File: src/rtl/spi_fl_pkg.sv
// Shared definitions for the SPI flash arbiter: widths, FSM state encoding
// and the flash opcodes used by the requesters.
package spi_fl_pkg;

  localparam int unsigned SPI_DATA_W = 8;
  localparam int unsigned SPI_COM_W  = 8;
  localparam int unsigned SPI_ADDR_W = 24;
  localparam int unsigned TIMER_W    = 16;

  localparam logic [7:0] SPI_CMD_READ = 8'h03;
  localparam logic [7:0] SPI_CMD_PP   = 8'h02;
  localparam logic [7:0] SPI_CMD_RDSR = 8'h05;
  localparam logic [7:0] SPI_CMD_WREN = 8'h06;

  typedef enum logic [1:0] {
    ST_IDLE  = 2'd0,
    ST_ISSUE = 2'd1,
    ST_WAIT  = 2'd2,
    ST_RESP  = 2'd3
  } spi_fl_state_e;

endpackage

File: src/rtl/spi_fl_arbiter_rr_arb2.sv
// Two-way round-robin picker (combinational).
//   req_i  : request bits, bit i = port i
//   last_i : port granted most recently; loses a tie
//   gnt_o  : one-hot grant, zero when nothing is requested
module rr_arb2 (
  input  logic [1:0] req_i,
  input  logic       last_i,
  output logic [1:0] gnt_o
);

  always_comb begin
    gnt_o = req_i;
    if (req_i == 2'b11) begin
      gnt_o = last_i ? 2'b01 : 2'b10;
    end
  end

endmodule

File: src/rtl/spi_fl_arbiter.sv
// Shares one SPI flash master between two requesters. Grants round-robin,
// issues one command/address/data transaction, waits for m_done with a
// timeout and routes a single-cycle response back to the issuing port.
//   clk, rst                        : clock, async active-high reset
//   req_valid/req_ready             : per-port request handshake (grant in IDLE)
//   req_cmd/req_addr/req_wdata      : packed per-port payloads, port i at [i*W +: W]
//   resp_valid/resp_data/resp_err   : one-cycle response to the owning port
//   m_valid/m_ready, m_command/m_address/m_data_in : master request side
//   m_done/m_data_out               : master completion and read data
module spi_fl_arbiter
  import spi_fl_pkg::*;
#(
  parameter int unsigned DATA_W  = SPI_DATA_W,
  parameter int unsigned COM_W   = SPI_COM_W,
  parameter int unsigned ADDR_W  = SPI_ADDR_W,
  parameter int unsigned TIMEOUT = 1024
) (
  input  logic                clk,
  input  logic                rst,
  input  logic [1:0]          req_valid,
  output logic [1:0]          req_ready,
  input  logic [2*COM_W-1:0]  req_cmd,
  input  logic [2*ADDR_W-1:0] req_addr,
  input  logic [2*DATA_W-1:0] req_wdata,
  output logic [1:0]          resp_valid,
  output logic [DATA_W-1:0]   resp_data,
  output logic                resp_err,
  output logic                m_valid,
  input  logic                m_ready,
  output logic [COM_W-1:0]    m_command,
  output logic [ADDR_W-1:0]   m_address,
  output logic [DATA_W-1:0]   m_data_in,
  input  logic                m_done,
  input  logic [DATA_W-1:0]   m_data_out
);

  localparam logic [TIMER_W-1:0] TMO_LAST = TIMER_W'(TIMEOUT - 1);

  spi_fl_state_e       state_q, state_d;
  logic [COM_W-1:0]    cmd_q, cmd_d;
  logic [ADDR_W-1:0]   addr_q, addr_d;
  logic [DATA_W-1:0]   wdata_q, wdata_d;
  logic [DATA_W-1:0]   rdata_q, rdata_d;
  logic                err_q, err_d;
  logic                owner_q, owner_d;
  logic                last_q, last_d;
  logic [TIMER_W-1:0]  timer_q, timer_d;
  logic [1:0]          gnt;

  rr_arb2 u_arb (
    .req_i  (req_valid),
    .last_i (last_q),
    .gnt_o  (gnt)
  );

  // State and datapath registers; last_q resets to 1 so port 0 wins the first tie.
  always_ff @(posedge clk or posedge rst) begin
    if (rst) begin
      state_q <= ST_IDLE;
      cmd_q   <= '0;
      addr_q  <= '0;
      wdata_q <= '0;
      rdata_q <= '0;
      err_q   <= 1'b0;
      owner_q <= 1'b0;
      last_q  <= 1'b1;
      timer_q <= '0;
    end else begin
      state_q <= state_d;
      cmd_q   <= cmd_d;
      addr_q  <= addr_d;
      wdata_q <= wdata_d;
      rdata_q <= rdata_d;
      err_q   <= err_d;
      owner_q <= owner_d;
      last_q  <= last_d;
      timer_q <= timer_d;
    end
  end

  // Next-state and state-decoded outputs.
  always_comb begin
    state_d    = state_q;
    cmd_d      = cmd_q;
    addr_d     = addr_q;
    wdata_d    = wdata_q;
    rdata_d    = rdata_q;
    err_d      = err_q;
    owner_d    = owner_q;
    last_d     = last_q;
    timer_d    = timer_q;
    req_ready  = 2'b00;
    m_valid    = 1'b0;
    resp_valid = 2'b00;

    case (state_q)
      ST_IDLE: begin
        req_ready = gnt;
        if (gnt[1]) begin
          cmd_d   = req_cmd[COM_W +: COM_W];
          addr_d  = req_addr[ADDR_W +: ADDR_W];
          wdata_d = req_wdata[DATA_W +: DATA_W];
          owner_d = 1'b1;
          state_d = ST_ISSUE;
        end else if (gnt[0]) begin
          cmd_d   = req_cmd[0 +: COM_W];
          addr_d  = req_addr[0 +: ADDR_W];
          wdata_d = req_wdata[0 +: DATA_W];
          owner_d = 1'b0;
          state_d = ST_ISSUE;
        end
      end
      ST_ISSUE: begin
        m_valid = 1'b1;
        if (m_ready) begin
          timer_d = '0;
          state_d = ST_WAIT;
        end
      end
      ST_WAIT: begin
        // Saturating timer; m_done takes priority over a coincident timeout.
        timer_d = (timer_q == '1) ? timer_q : timer_q + 1'b1;
        if (m_done) begin
          rdata_d = m_data_out;
          err_d   = 1'b0;
          state_d = ST_RESP;
        end else if (timer_q == TMO_LAST) begin
          rdata_d = '0;
          err_d   = 1'b1;
          state_d = ST_RESP;
        end
      end
      ST_RESP: begin
        resp_valid = owner_q ? 2'b10 : 2'b01;
        last_d     = owner_q;
        state_d    = ST_IDLE;
      end
      default: state_d = ST_IDLE;
    endcase
  end

  assign m_command = cmd_q;
  assign m_address = addr_q;
  assign m_data_in = wdata_q;
  assign resp_data = rdata_q;
  assign resp_err  = err_q;

endmodule
File: config.mk
export PLATFORM = sky130hd
export DESIGN_NAME = spi_fl_arbiter
export DESIGN_NICKNAME = d
export VERILOG_FILES = /design/src/rtl/spi_fl_pkg.sv /design/src/rtl/spi_fl_arbiter_rr_arb2.sv /design/src/rtl/spi_fl_arbiter.sv
export SDC_FILE = /design/constraint.sdc
export NUM_CORES = 1
export LEC_CHECK = 0
export ABC_AREA = 1
export BUFFER_PORTS_ARGS = -buffer_cell sky130_fd_sc_hd__buf_4
export CORE_ASPECT_RATIO = 1.75
export CORE_UTILIZATION = 30
export DETAILED_ROUTE_END_ITERATION = 10
export GPL_TIMING_DRIVEN = 0
export MAX_ROUTING_LAYER = met4
export PLACE_DENSITY = 0.61
export SKIP_CTS_REPAIR_TIMING = 1
export SYNTH_ARGS = -nofsm -noshare
export SYNTH_HDL_FRONTEND = slang
export SYNTH_SLANG_ARGS = --single-unit
File: constraint.sdc
create_clock -name clk -period 1.94 [get_ports clk]
set_input_delay 0.097 -clock clk [delete_from_list [all_inputs] [get_ports clk]]
set_output_delay 0.097 -clock clk [all_outputs]
set_load 0.01 [all_outputs]
==> results.md <==
- The flow ran to the end, but the final reports show violations.
- The checks that failed: design-rule violations, negative hold slack.
- The startpoint identified for the worst register-to-register timing path is state_q[0].
- The pre-antenna-repair detailed-routing pass consisted of 10 iterations.
- The area enclosed by the die boundary is 0.01220 mm2.
- Clock tree synthesis selected as its root buffer the cell sky130_fd_sc_hd__clkbuf_16.
- The post-detailed-route count of antenna-violating nets is 0.
- Clock-pin slew was measured on the worst setup and hold paths at 60 ps.
- From synthesis to final layout, the design area changed by 48.30%.
- The total area inside the core boundary comes to 0.01152 mm2.
- The internal power of the cells totals ~4.7 mW.
- The post-layout minimum cycle time is 1715 ps.
- In this run the biggest area consumer among cell types represents 48.30% of the synthesized area.
- The most common cell in the synthesized netlist is sky130_fd_sc_hd__nand2_1.
- The critical register-to-register path endpoint is m_address[7].
- The weighted congestion reported at the end of routability-driven placement is 0.8838.
- After detailed routing, the total wire length is 10480 um.
- The fraction of final layout cells sized beyond drive strength 1 is 31.42%.
- The power density of the placed cells is ~1400 mW/mm2.
- For this run, asynchronously set or reset flops after synthesis account for 100.0%.
- The first global-routing pass estimated 17280 um of wire.
- The share of the clock period used by the worst path after layout is 88.38%.
- The net count of the finished layout is 722.
- The routed via count divided by cell count is 4.757.
- The top-level I/O count is 148.
- For this run the aggregate overflow at the end of global routing stands at 0.
- After the first detailed-routing iteration, the DRC count stood at 211.
- The number of fillers in the final layout is 1120.
- The final standard cell count with taps included and fillers excluded is 762.
- Counting stages on the worst path, the most repeated cell is sky130_fd_sc_hd__inv_1.
- In this design, the stage delay of the slowest critical-path cell is between 400 and 500 ps.
- In the final timing run, aggregate negative setup slack is 0 ps.
- The post-synthesis sequential area ratio is 49.04%.
- Entering global routing, the biggest net connects 70 pins.
- For this design the static power due to leakage is roughly 2.6 nW.
- 0 antenna diodes ended up in the layout.
- The mean area per synthesized cell is 7.727 um2.
- On the final layout, the worst hold slack is -54.53 ps.
- In this design, the largest share of critical-path delay is due to buffers and inverters.
- Cells fill approximately 45% of the core in the end.
- The headroom to the max-slew limit is 42.53%.
- In this run, the clock network consumes 24.2% of the power.
- The sequential share of power is 31.8%.
- The number of hold violations in the final report came to slightly below 70.
- The total number of placement rows is 52.
- During placement, the flow inserted port buffers numbering 147.
- The synthesized netlist contains 27 unique library cells.
- After synthesis, the most frequently instantiated cells are 165 x sky130_fd_sc_hd__nand2_1, 68 x sky130_fd_sc_hd__dfrtp_1, 66 x sky130_fd_sc_hd__nor2_1, 41 x sky130_fd_sc_hd__a31oi_1, 28 x sky130_fd_sc_hd__inv_1.
- The number of clock buffers inserted by TritonCTS is 9.
- The largest total area in the synthesized netlist belongs to sky130_fd_sc_hd__dfrtp_1.
- After detailed placement, the total cell area comes to 0.004798 mm2.
- The type of the worst setup path is reg2reg.
- The maximum clock path buffer count is 2.
- The design area is 0.005225 mm2.
- The power consumption is 7.399 mW.
- The cell area after synthesis is 0.003523 mm2.
- The reg-to-reg setup timing slack is approximately 230 ps.
- Ranked by total cell area, the synthesized netlist is headed by sky130_fd_sc_hd__dfrtp_1 48%, sky130_fd_sc_hd__nand2_1 18%, sky130_fd_sc_hd__a31oi_1 7.3%.
- The initial utilization of the core area, before any placement, comes to 30.60%.
- The share of total power in combinational logic is 43.9%.
- The clock drives 69 sinks.
- In the routed design, unresolved DRC markers number 16.
- The worst setup path is launched from a flip-flop.
- The post-synthesis net count is 556.
- Net switching is around 37% of the power.
- Detailed routing inserted a total of 3625 vias.
- The floorplan step set the die height to 145.4 um.
- After layout, the worst setup slack is 225.4 ps.
- The synthesis warning total is 0.
- The post-synthesis instance total is 456.
- The number of buffers and inverters on the critical path is 3.
- The global-route usage over all layers is between 10% and 20%.
- The number of placed instances, taps included, is approximately 740.
- The H-tree was split into 3 levels.
- Derived from the worst setup path, the maximum achievable clock frequency is 583.2 MHz.
- TritonCTS built the clock tree.
- At the placement stage, the worst setup path has a slack of -62.64 ps.
- Between clock sinks in the finished design, the worst skew comes to 5.680 ps.
- The half-perimeter wire length after placement is 7928 um.
- In this run, synthesis produced a sequential element count of 69.
- The max-slew violation total from the final report was 0.
- STA classifies the critical path endpoint as a flip-flop.
- VDD sags by at most 0.6428 mV.
- The worst hold path belongs to the class in2async.
- At the pin with the least slew margin, the transition time is 862.1 ps.
- The switching power is around 2.7 mW.
- The overall die width is 83.92 um.
- The via count of the first global-routing pass was 3686.
- For this design, the slowest cell found on the critical path is sky130_fd_sc_hd__dfrtp_1.
- Setup violations remaining at the end of the flow were counted as 0.
- For the worst setup path, the data required time is between 2000 and 2500 ps.
- The number of antenna violations at the first check in global routing is 0.
- In the final routed layout, each cell accounts on average for around 14 um.
- The arrival time of the worst setup path is 1960 ps.
- Among all flip-flop cells after synthesis, the most frequent one is sky130_fd_sc_hd__dfrtp_1.
- The number of maximum-capacitance violations is 0.
- The number of cells on the worst reg-to-reg path is 7.
- Setup repair after global routing left no endpoint under its margin.
- Traced cell by cell, the critical path runs through inv_1 -> ha_1 -> inv_1 -> a21oi_4 -> buf_2 -> nor2_1 -> a31oi_1.
- The highest net fanout along the worst path is 10.
- The number of enable flip-flop cells after synthesis is 0.
- The clock latency on the worst-skew pair is 330 ps.
sequential cells by signal, indices dropped and copies added (netlist names):
register,flops
owner_q,1
resp_err,1
resp_data,8
last_q,1
m_address,24
state_q,2
timer_q,16
m_data_in,8
m_command,8
cells in the final DEF (no fill, tap or decap), types with 2 or more instances in the layout:
cell type,netlist,final
sky130_fd_sc_hd__nand3_1,19,19
sky130_fd_sc_hd__dlygate4sd3_1,0,8
sky130_fd_sc_hd__buf_4,0,147
sky130_fd_sc_hd__xor2_1,5,5
sky130_fd_sc_hd__inv_2,1,2
sky130_fd_sc_hd__nand4_1,3,3
sky130_fd_sc_hd__o21bai_1,4,4
sky130_fd_sc_hd__buf_8,2,2
sky130_fd_sc_hd__a31oi_1,41,41
sky130_fd_sc_hd__nand2_1,165,165
sky130_fd_sc_hd__clkinvlp_4,0,2
sky130_fd_sc_hd__bufinv_16,0,2
sky130_fd_sc_hd__or2_2,3,3
sky130_fd_sc_hd__clkbuf_1,9,6
sky130_fd_sc_hd__inv_1,28,26
sky130_fd_sc_hd__nor2_1,66,66
sky130_fd_sc_hd__nand2_2,3,3
sky130_fd_sc_hd__ha_1,6,6
sky130_fd_sc_hd__o21ai_2,5,6
sky130_fd_sc_hd__buf_2,9,9
sky130_fd_sc_hd__o21ai_1,7,6
sky130_fd_sc_hd__dfrtp_1,68,68
sky130_fd_sc_hd__o21ai_0,3,3
sky130_fd_sc_hd__clkbuf_2,0,4
sky130_fd_sc_hd__clkbuf_16,0,9
worst max-delay path by stage:
stage,startpoint,endpoint,slack [ps],cells after the start
5_1_grt,state_q[0],timer_q[2],50,6
3_5_place_dp,state_q[0],m_address[7],-60,6
6_report,state_q[0],m_address[7],230,7
2_1_floorplan,rst,m_address[0],100,1
4_1_cts,state_q[0],m_address[7],-80,6
3_3_place_gp,rst,m_address[19],-860,2
metal layers:
metal | vias to the layer above | GRT usage [%] | share of wire [%]
met5 | - | - | 0
met2 | 109 | 32.75 | 55
met4 | 0 | 8.621 | 1.8
li1 | 1800 | - | -
met3 | 13 | 3.460 | 5.8
met1 | 1703 | 19.19 | 37
power by group through the flow:
stage / registers (mW) / clock network, mW / logic [mW]
floorplan: 2.58 / 0 / 1.52
global placement: 2.37 / 0 / 3.20
detailed placement: 2.39 / 0 / 3.25
CTS: 2.37 / 1.85 / 3.25
global route: 2.43 / 1.91 / 3.58
finish: 2.36 / 1.79 / 3.25
area by class of cell:
| type | count | area [um2] | share of cell area [%] |
|---|---|---|---|
| buffer | 20 | 113.9 | 2.179 |
| clock buffer | 11 | 242.7 | 4.646 |
| clock inverter | 5 | 83.83 | 1.604 |
| inverter | 30 | 115.1 | 2.203 |
| multi-input combinational | 337 | 1589 | 30.41 |
| sequential | 69 | 1728 | 33.07 |
| tap | 135 | 168.9 | 3.233 |
| timing repair buffer | 155 | 1184 | 22.65 |
logic make-up after synthesis:
group / Yosys count / share of synthesized area (%)
AOI/OAI and AO/OA: 64 / 11.54
DFF: 69 / 49.04
buffers and inverters: 50 / 6.285
and+or+nand+nor: 262 / 29.76
adders and majority gates: 6 / 2.131
xor gates and xnor gates: 5 / 1.243
worst register-to-register path: stages, from the launching register on:
cell,delay [ps]
sky130_fd_sc_hd__dfrtp_1,410
sky130_fd_sc_hd__inv_1,120
sky130_fd_sc_hd__ha_1,190
sky130_fd_sc_hd__inv_1,110
sky130_fd_sc_hd__a21oi_4,280
sky130_fd_sc_hd__buf_2,310
sky130_fd_sc_hd__nor2_1,70
sky130_fd_sc_hd__a31oi_1,150
Note: power is estimated with default switching activity, not from simulation.
